==> config.mk <==
export PLATFORM = sky130hd
export DESIGN_NAME = sprite_ram_port_arbiter_flat
export DESIGN_NICKNAME = d
export VERILOG_FILES = /design/src/rtl/sprite_ram_port_arbiter_if.sv /design/src/rtl/sprite_ram_port_arbiter.sv /design/src/flat_wrapper.sv
export SDC_FILE = /design/constraint.sdc
export NUM_CORES = 1
export LEC_CHECK = 0
export BUFFER_PORTS_ARGS = -buffer_cell sky130_fd_sc_hd__buf_2
export CAP_MARGIN = 20
export CORE_MARGIN = 8
export CORE_UTILIZATION = 36
export CTS_CLUSTER_SIZE = 14
export DETAILED_ROUTE_END_ITERATION = 10
export PLACE_DENSITY_LB_ADDON = 0.1
export SYNTH_ARGS = -nofsm -noshare
export SYNTH_HDL_FRONTEND = slang
export SYNTH_SLANG_ARGS = --single-unit
==> constraint.sdc <==
create_clock -name i_clk -period 3.43 [get_ports i_clk]
set_input_delay 0 -clock i_clk [delete_from_list [all_inputs] [get_ports i_clk]]
set_output_delay 0 -clock i_clk [all_outputs]
set_load 0.01 [all_outputs]
==> src/rtl/sprite_ram_port_arbiter_if.sv <==
// rtl/sprite_ram_port_arbiter_if.sv - requester, hold and RAM port B signal bundle for the sprite RAM arbiter
interface sprite_ram_port_arbiter_if #(
    parameter int ADDR_W = 11,
    parameter int DATA_W = 16
);
    // Freeze control from the video timing
    logic              hold;

    // R0: pixel fetcher, read-only
    logic              r0_req;
    logic [ADDR_W-1:0] r0_addr;
    logic              r0_gnt;
    logic              r0_rvalid;
    logic [DATA_W-1:0] r0_rdata;

    // R1: read/write client
    logic              r1_req;
    logic              r1_wr;
    logic [ADDR_W-1:0] r1_addr;
    logic [DATA_W-1:0] r1_wdata;
    logic [1:0]        r1_be;
    logic              r1_gnt;
    logic              r1_rvalid;
    logic [DATA_W-1:0] r1_rdata;

    // Sprite RAM port B
    logic [ADDR_W-1:0] ram_address;
    logic              ram_chipselect;
    logic              ram_write;
    logic [DATA_W-1:0] ram_writedata;
    logic [1:0]        ram_byteenable;
    logic [DATA_W-1:0] ram_readdata;

    // Arbiter side
    modport slave (
        input  hold,
        input  r0_req, r0_addr,
        output r0_gnt, r0_rvalid, r0_rdata,
        input  r1_req, r1_wr, r1_addr, r1_wdata, r1_be,
        output r1_gnt, r1_rvalid, r1_rdata,
        output ram_address, ram_chipselect, ram_write, ram_writedata, ram_byteenable,
        input  ram_readdata
    );

    // Requesters and RAM side
    modport master (
        output hold,
        output r0_req, r0_addr,
        input  r0_gnt, r0_rvalid, r0_rdata,
        output r1_req, r1_wr, r1_addr, r1_wdata, r1_be,
        input  r1_gnt, r1_rvalid, r1_rdata,
        input  ram_address, ram_chipselect, ram_write, ram_writedata, ram_byteenable,
        output ram_readdata
    );
endinterface

==> src/rtl/sprite_ram_port_arbiter.sv <==
// rtl/sprite_ram_port_arbiter.sv - two-requester arbiter for sprite RAM port B (optional stats: SPRITE_ARB_STATS_EN)
module sprite_ram_port_arbiter #(
    parameter int ADDR_W     = 11,
    parameter int DATA_W     = 16,
    parameter int STARVE_MAX = 8
) (
    input  logic        i_clk,
    input  logic        i_reset,
`ifdef SPRITE_ARB_STATS_EN
    input  logic        i_stat_clr,
    output logic [15:0] o_stat_r0_grants,
    output logic [15:0] o_stat_r1_grants,
    output logic [15:0] o_stat_r1_stall,
`endif
    sprite_ram_port_arbiter_if.slave bus
);

    // STARVE_MAX is limited to 2..255, so it always fits the 8-bit counter
    localparam logic [7:0] L_STARVE_MAX = 8'(STARVE_MAX);

    logic [7:0] r_starve_cnt;
    logic       r_owner;     // 1: the pending read belongs to R1
    logic       r_rd_pend;   // a read was issued last cycle

    logic       w_r1_urgent;
    logic       w_r0_gnt;
    logic       w_r1_gnt;
    logic       w_any_gnt;
    logic       w_ram_write;
    logic       w_r1_read;

    // Grant decision: R1 overrides R0 once it has waited STARVE_MAX cycles, else R0 has priority
    always_comb begin
        w_r1_urgent = 1'b0;
        w_r0_gnt    = 1'b0;
        w_r1_gnt    = 1'b0;
        if (!i_reset && !bus.hold) begin
            w_r1_urgent = bus.r1_req && (r_starve_cnt >= L_STARVE_MAX);
            if (w_r1_urgent) begin
                w_r1_gnt = 1'b1;
            end else if (bus.r0_req) begin
                w_r0_gnt = 1'b1;
            end else if (bus.r1_req) begin
                w_r1_gnt = 1'b1;
            end
        end
        w_any_gnt   = w_r0_gnt || w_r1_gnt;
        w_ram_write = w_r1_gnt && bus.r1_wr;
        w_r1_read   = w_r1_gnt && !bus.r1_wr;
    end

    // Steer the granted requester onto RAM port B in the grant cycle
    always_comb begin
        bus.ram_chipselect = w_any_gnt;
        bus.ram_write      = w_ram_write;
        bus.ram_address    = w_r1_gnt ? bus.r1_addr : bus.r0_addr;
        bus.ram_writedata  = w_ram_write ? bus.r1_wdata : '0;
        bus.ram_byteenable = w_r1_gnt ? bus.r1_be : 2'b11;
    end

    // Grant strobes to the requesters
    always_comb begin
        bus.r0_gnt = w_r0_gnt;
        bus.r1_gnt = w_r1_gnt;
    end

    // Read return: RAM data goes to whoever owned last cycle's read; reset kills it at once
    always_comb begin
        bus.r0_rvalid = r_rd_pend && !r_owner && !i_reset;
        bus.r1_rvalid = r_rd_pend &&  r_owner && !i_reset;
        bus.r0_rdata  = bus.ram_readdata;
        bus.r1_rdata  = bus.ram_readdata;
    end

    // Track which requester owns the read that returns next cycle
    always_ff @(posedge i_clk) begin
        if (i_reset) begin
            r_rd_pend <= 1'b0;
            r_owner   <= 1'b0;
        end else begin
            r_rd_pend <= w_any_gnt && !w_ram_write;
            r_owner   <= w_r1_read;
        end
    end

    // Count how long R1 has been waiting; frozen while hold is high
    always_ff @(posedge i_clk) begin
        if (i_reset) begin
            r_starve_cnt <= 8'd0;
        end else if (!bus.hold) begin
            if (w_r1_gnt) begin
                r_starve_cnt <= 8'd0;
            end else if (bus.r1_req) begin
                if (r_starve_cnt != 8'hFF) begin
                    r_starve_cnt <= r_starve_cnt + 8'd1;
                end
            end else begin
                r_starve_cnt <= 8'd0;
            end
        end
    end

`ifdef SPRITE_ARB_STATS_EN
    logic [15:0] r_stat_r0_grants;
    logic [15:0] r_stat_r1_grants;
    logic [15:0] r_stat_r1_stall;
    logic        w_r1_stall;

    // An R1 stall is a cycle where R1 asks, is not blocked by hold, and loses
    always_comb begin
        w_r1_stall = bus.r1_req && !w_r1_gnt && !bus.hold && !i_reset;
    end

    // Saturating usage counters, cleared by reset or stat_clr
    always_ff @(posedge i_clk) begin
        if (i_reset || i_stat_clr) begin
            r_stat_r0_grants <= 16'd0;
            r_stat_r1_grants <= 16'd0;
            r_stat_r1_stall  <= 16'd0;
        end else begin
            if (w_r0_gnt && (r_stat_r0_grants != 16'hFFFF)) begin
                r_stat_r0_grants <= r_stat_r0_grants + 16'd1;
            end
            if (w_r1_gnt && (r_stat_r1_grants != 16'hFFFF)) begin
                r_stat_r1_grants <= r_stat_r1_grants + 16'd1;
            end
            if (w_r1_stall && (r_stat_r1_stall != 16'hFFFF)) begin
                r_stat_r1_stall <= r_stat_r1_stall + 16'd1;
            end
        end
    end

    // Expose the counters
    always_comb begin
        o_stat_r0_grants = r_stat_r0_grants;
        o_stat_r1_grants = r_stat_r1_grants;
        o_stat_r1_stall  = r_stat_r1_stall;
    end
`endif

endmodule

==> src/flat_wrapper.sv <==
// flat-port wrapper written by rule: the top's interface ports become plain ports
module sprite_ram_port_arbiter_flat 
#(
    parameter int ADDR_W     = 11,
    parameter int DATA_W     = 16,
    parameter int STARVE_MAX = 8
)
  (i_clk, i_reset, bus_hold, bus_r0_req, bus_r0_addr, bus_r0_gnt, bus_r0_rvalid, bus_r0_rdata, bus_r1_req, bus_r1_wr, bus_r1_addr, bus_r1_wdata, bus_r1_be, bus_r1_gnt, bus_r1_rvalid, bus_r1_rdata, bus_ram_address, bus_ram_chipselect, bus_ram_write, bus_ram_writedata, bus_ram_byteenable, bus_ram_readdata);
  sprite_ram_port_arbiter_if #(.ADDR_W(ADDR_W), .DATA_W(DATA_W)) bus_i ();
  input  logic i_clk;
  input  logic i_reset;
  input wire logic [$bits(bus_i.hold)-1:0] bus_hold;
  input wire logic [$bits(bus_i.r0_req)-1:0] bus_r0_req;
  input wire logic [$bits(bus_i.r0_addr)-1:0] bus_r0_addr;
  output wire logic [$bits(bus_i.r0_gnt)-1:0] bus_r0_gnt;
  output wire logic [$bits(bus_i.r0_rvalid)-1:0] bus_r0_rvalid;
  output wire logic [$bits(bus_i.r0_rdata)-1:0] bus_r0_rdata;
  input wire logic [$bits(bus_i.r1_req)-1:0] bus_r1_req;
  input wire logic [$bits(bus_i.r1_wr)-1:0] bus_r1_wr;
  input wire logic [$bits(bus_i.r1_addr)-1:0] bus_r1_addr;
  input wire logic [$bits(bus_i.r1_wdata)-1:0] bus_r1_wdata;
  input wire logic [$bits(bus_i.r1_be)-1:0] bus_r1_be;
  output wire logic [$bits(bus_i.r1_gnt)-1:0] bus_r1_gnt;
  output wire logic [$bits(bus_i.r1_rvalid)-1:0] bus_r1_rvalid;
  output wire logic [$bits(bus_i.r1_rdata)-1:0] bus_r1_rdata;
  output wire logic [$bits(bus_i.ram_address)-1:0] bus_ram_address;
  output wire logic [$bits(bus_i.ram_chipselect)-1:0] bus_ram_chipselect;
  output wire logic [$bits(bus_i.ram_write)-1:0] bus_ram_write;
  output wire logic [$bits(bus_i.ram_writedata)-1:0] bus_ram_writedata;
  output wire logic [$bits(bus_i.ram_byteenable)-1:0] bus_ram_byteenable;
  input wire logic [$bits(bus_i.ram_readdata)-1:0] bus_ram_readdata;
  assign bus_i.hold = bus_hold;
  assign bus_i.r0_req = bus_r0_req;
  assign bus_i.r0_addr = bus_r0_addr;
  assign bus_r0_gnt = bus_i.r0_gnt;
  assign bus_r0_rvalid = bus_i.r0_rvalid;
  assign bus_r0_rdata = bus_i.r0_rdata;
  assign bus_i.r1_req = bus_r1_req;
  assign bus_i.r1_wr = bus_r1_wr;
  assign bus_i.r1_addr = bus_r1_addr;
  assign bus_i.r1_wdata = bus_r1_wdata;
  assign bus_i.r1_be = bus_r1_be;
  assign bus_r1_gnt = bus_i.r1_gnt;
  assign bus_r1_rvalid = bus_i.r1_rvalid;
  assign bus_r1_rdata = bus_i.r1_rdata;
  assign bus_ram_address = bus_i.ram_address;
  assign bus_ram_chipselect = bus_i.ram_chipselect;
  assign bus_ram_write = bus_i.ram_write;
  assign bus_ram_writedata = bus_i.ram_writedata;
  assign bus_ram_byteenable = bus_i.ram_byteenable;
  assign bus_i.ram_readdata = bus_ram_readdata;
  sprite_ram_port_arbiter #(.ADDR_W(ADDR_W), .DATA_W(DATA_W), .STARVE_MAX(STARVE_MAX)) u_core (.i_clk(i_clk), .i_reset(i_reset), .bus(bus_i));
endmodule
==> qor.txt <==
highest fanout seen on the critical path - 33
EDFF count, synth - 0
Final Cycle Share - 62.3%
WL met2 - 1750 um
Synth cell types - 35
Wirelength per Cell - 16.7 um
required time worst endpoint - 3430 ps
Max Used Layer - met4
Yosys Warn Count - 0
maxcap violations - 0
PostCTS Resize Cnt - 0
DR pass1 iterations - 4
vias per cell - 4.84
core area - 2950 sq um
CTS tree - built
clock slew at reported path FFs - 70 ps
I/O Pins - 129
nets - 236
Die Y - 70.7 um
Worst Clk Skew - 3.31 ps
Initial Util - 36.4%
I/O Buffers - 80
Pleak - 0.731 nW
DP HPWL - 2830 um
fin. max-slew vios - 0
Fin Setup TNS - 0 ps
DR DRC count - 0
Syn Inst Count - 125
Synthesized Nets - 189
H-tree levels - 1
R2R depth - 3
Die Span X - 70.7 um
RSZ-0062 raised after global routing - false
WL met3 - 280 um
outcome - complete, no violations
global-route wire length before repair - 5350 um
Diodes inserted - 0
Final Wtd Congestion - 0.807
full die area - 4990 sq um
Worst-Skew Late Latency - 270 ps
Peak Freq - 0.468 GHz
CP Data Arrival Time - 2140 ps
Post-DRT Antenna Nets - 0
Hold Crit Class - in2out
DR iter-0 viols - 35
Max-slew headroom - 38.7%
Post-CTS Setup Bufs - 0
gr ovfl total - 0
met1 wire length - 1330 um
minimum clock period - 2140 ps
Yosys reg bits - 10
syn avg cell area - 8.61 sq um
PD cells - 237 nW/um^2
Final setup viols - 0
ys async rst share - 0%
DRT Wirelength - 3400 um
maximum vdd ir drop - 0.137 mV
crit path kind - reg2out
CTS Root Buffer Type - clkbuf_4
Hold Violations, Final - 0
CTS Buf Count - 3
commonest non-fill, non-tap cell in the layout - buf_2
post-synth design cell area - 1080 sq um
CTS sink cnt - 10
share of cells above drive strength 1 - 57.3%
CP startpoint kind - flop
Worst Hold Depth - 0
sequential share of the synthesized area - 18.6%
WHS - 0.00489 ps
Setup crit end kind - output pin
Worst Tran Pin Value - 919 ps
DR vias - 987
initial antenna violation count - 0
commonest non-fill, non-tap cells in the layout - buf_2 (80), and3_1 (16), dfxtp_1 (10), mux2_4 (8), nor2_1 (6)
ys flop type - dfxtp_1
vias in the first global route - 975
Bufs on Longest Clock Path - 2
CTS hold repair buffers - 0
Area Overhead vs Synth - 18.5%
largest net degree at the start of global routing - 34
GRT Util Overall - 13.0%
Placement Rows - 20
flip-flops by register name, indices dropped and copies added, names as in the netlist:
| name | cells |
|---|---|
| u_core.r_starve_cnt | 8 |
| u_core.r_owner | 1 |
| u_core.r_rd_pend | 1 |
cells by family after synthesis:
| group | Yosys count | share of synthesized area [%] |
|---|---|---|
| adder cells (fa/ha/maj) | 2 | 2.33 |
| buffers and inverters | 41 | 27.0 |
| AND/OR/NAND/NOR | 49 | 29.1 |
| flip-flops | 10 | 18.6 |
| multiplexers | 11 | 14.3 |
| AO/OA/AOI/OAI | 12 | 8.72 |
Yosys cell counts (2+ instances only):
library cell | instances | area (sq um)
ha_1 | 2 | 25.0
clkbuf_1 | 3 | 11.3
inv_1 | 3 | 11.3
and3_1 | 16 | 100
dfxtp_1 | 10 | 200
nand2b_1 | 2 | 12.5
nor2_1 | 6 | 22.5
nand2_1 | 4 | 15.0
nand3_1 | 2 | 10.0
buf_4 | 33 | 248
mux2_2 | 3 | 33.8
and4b_1 | 3 | 30.0
mux2_4 | 8 | 120
nor3_1 | 4 | 20.0
and2_1 | 2 | 12.5
a21oi_1 | 5 | 25.0
worst max-delay path, cell delays in order (launching register included):
cell     delay (ps)
dfxtp_1         420
nor2_1          110
a31oi_4         770
mux2_2          420
buf_2           140
through the flow:
stage / instances / total power, mW / setup WS [ps] / cell area, sq um / utilization, %
final: 204 / 0.302 / 1290 / 1270 / 43.2
after floorplan: 125 / 0.196 / 2200 / 1080 / -
after CTS: 204 / 0.306 / 1300 / 1270 / 43.2
after global placement: 200 / 0.197 / 1580 / 1240 / 41.9
after global routing: 204 / 0.319 / 1170 / 1270 / 43.2
after detailed placement: 200 / 0.199 / 1520 / 1240 / 41.9
path summary, 6_finish.rpt:
path                                       start  slack (ps)                             endpoint
max          u_core.r_starve_cnt[3]$_SDFFE_PP0P_        1290                   bus_ram_address[1]
min                          bus_ram_readdata[0]       0.005                      bus_r0_rdata[0]
max reg2reg  u_core.r_starve_cnt[3]$_SDFFE_PP0P_        1840            u_core.r_owner$_SDFF_PP0_
min reg2reg  u_core.r_starve_cnt[1]$_SDFFE_PP0P_         530  u_core.r_starve_cnt[1]$_SDFFE_PP0P_
final cells by class:
class                           count  area (sq um)
Inverter                            3          11.3
Fill cell                         295          1680
Multi-Input combinational cell     74           586
Clock buffer                        4          36.3
Sequential cell                    10           200
Timing Repair Buffer               80           400
Tap cell                           33          41.3
metal layers:
metal,global-route usage (%),vias up
met5,0,-
met4,4.39,0
met3,4.80,8
met2,24.0,42
met1,13.0,438
li1,-,499
power by group:
part	internal [mW]	switching, mW	total (mW)
clock network	0.0645	0.0422	0.107
logic	0.0426	0.0343	0.0768
registers	0.117	0.00107	0.118
(Power assumes the default switching activity.)
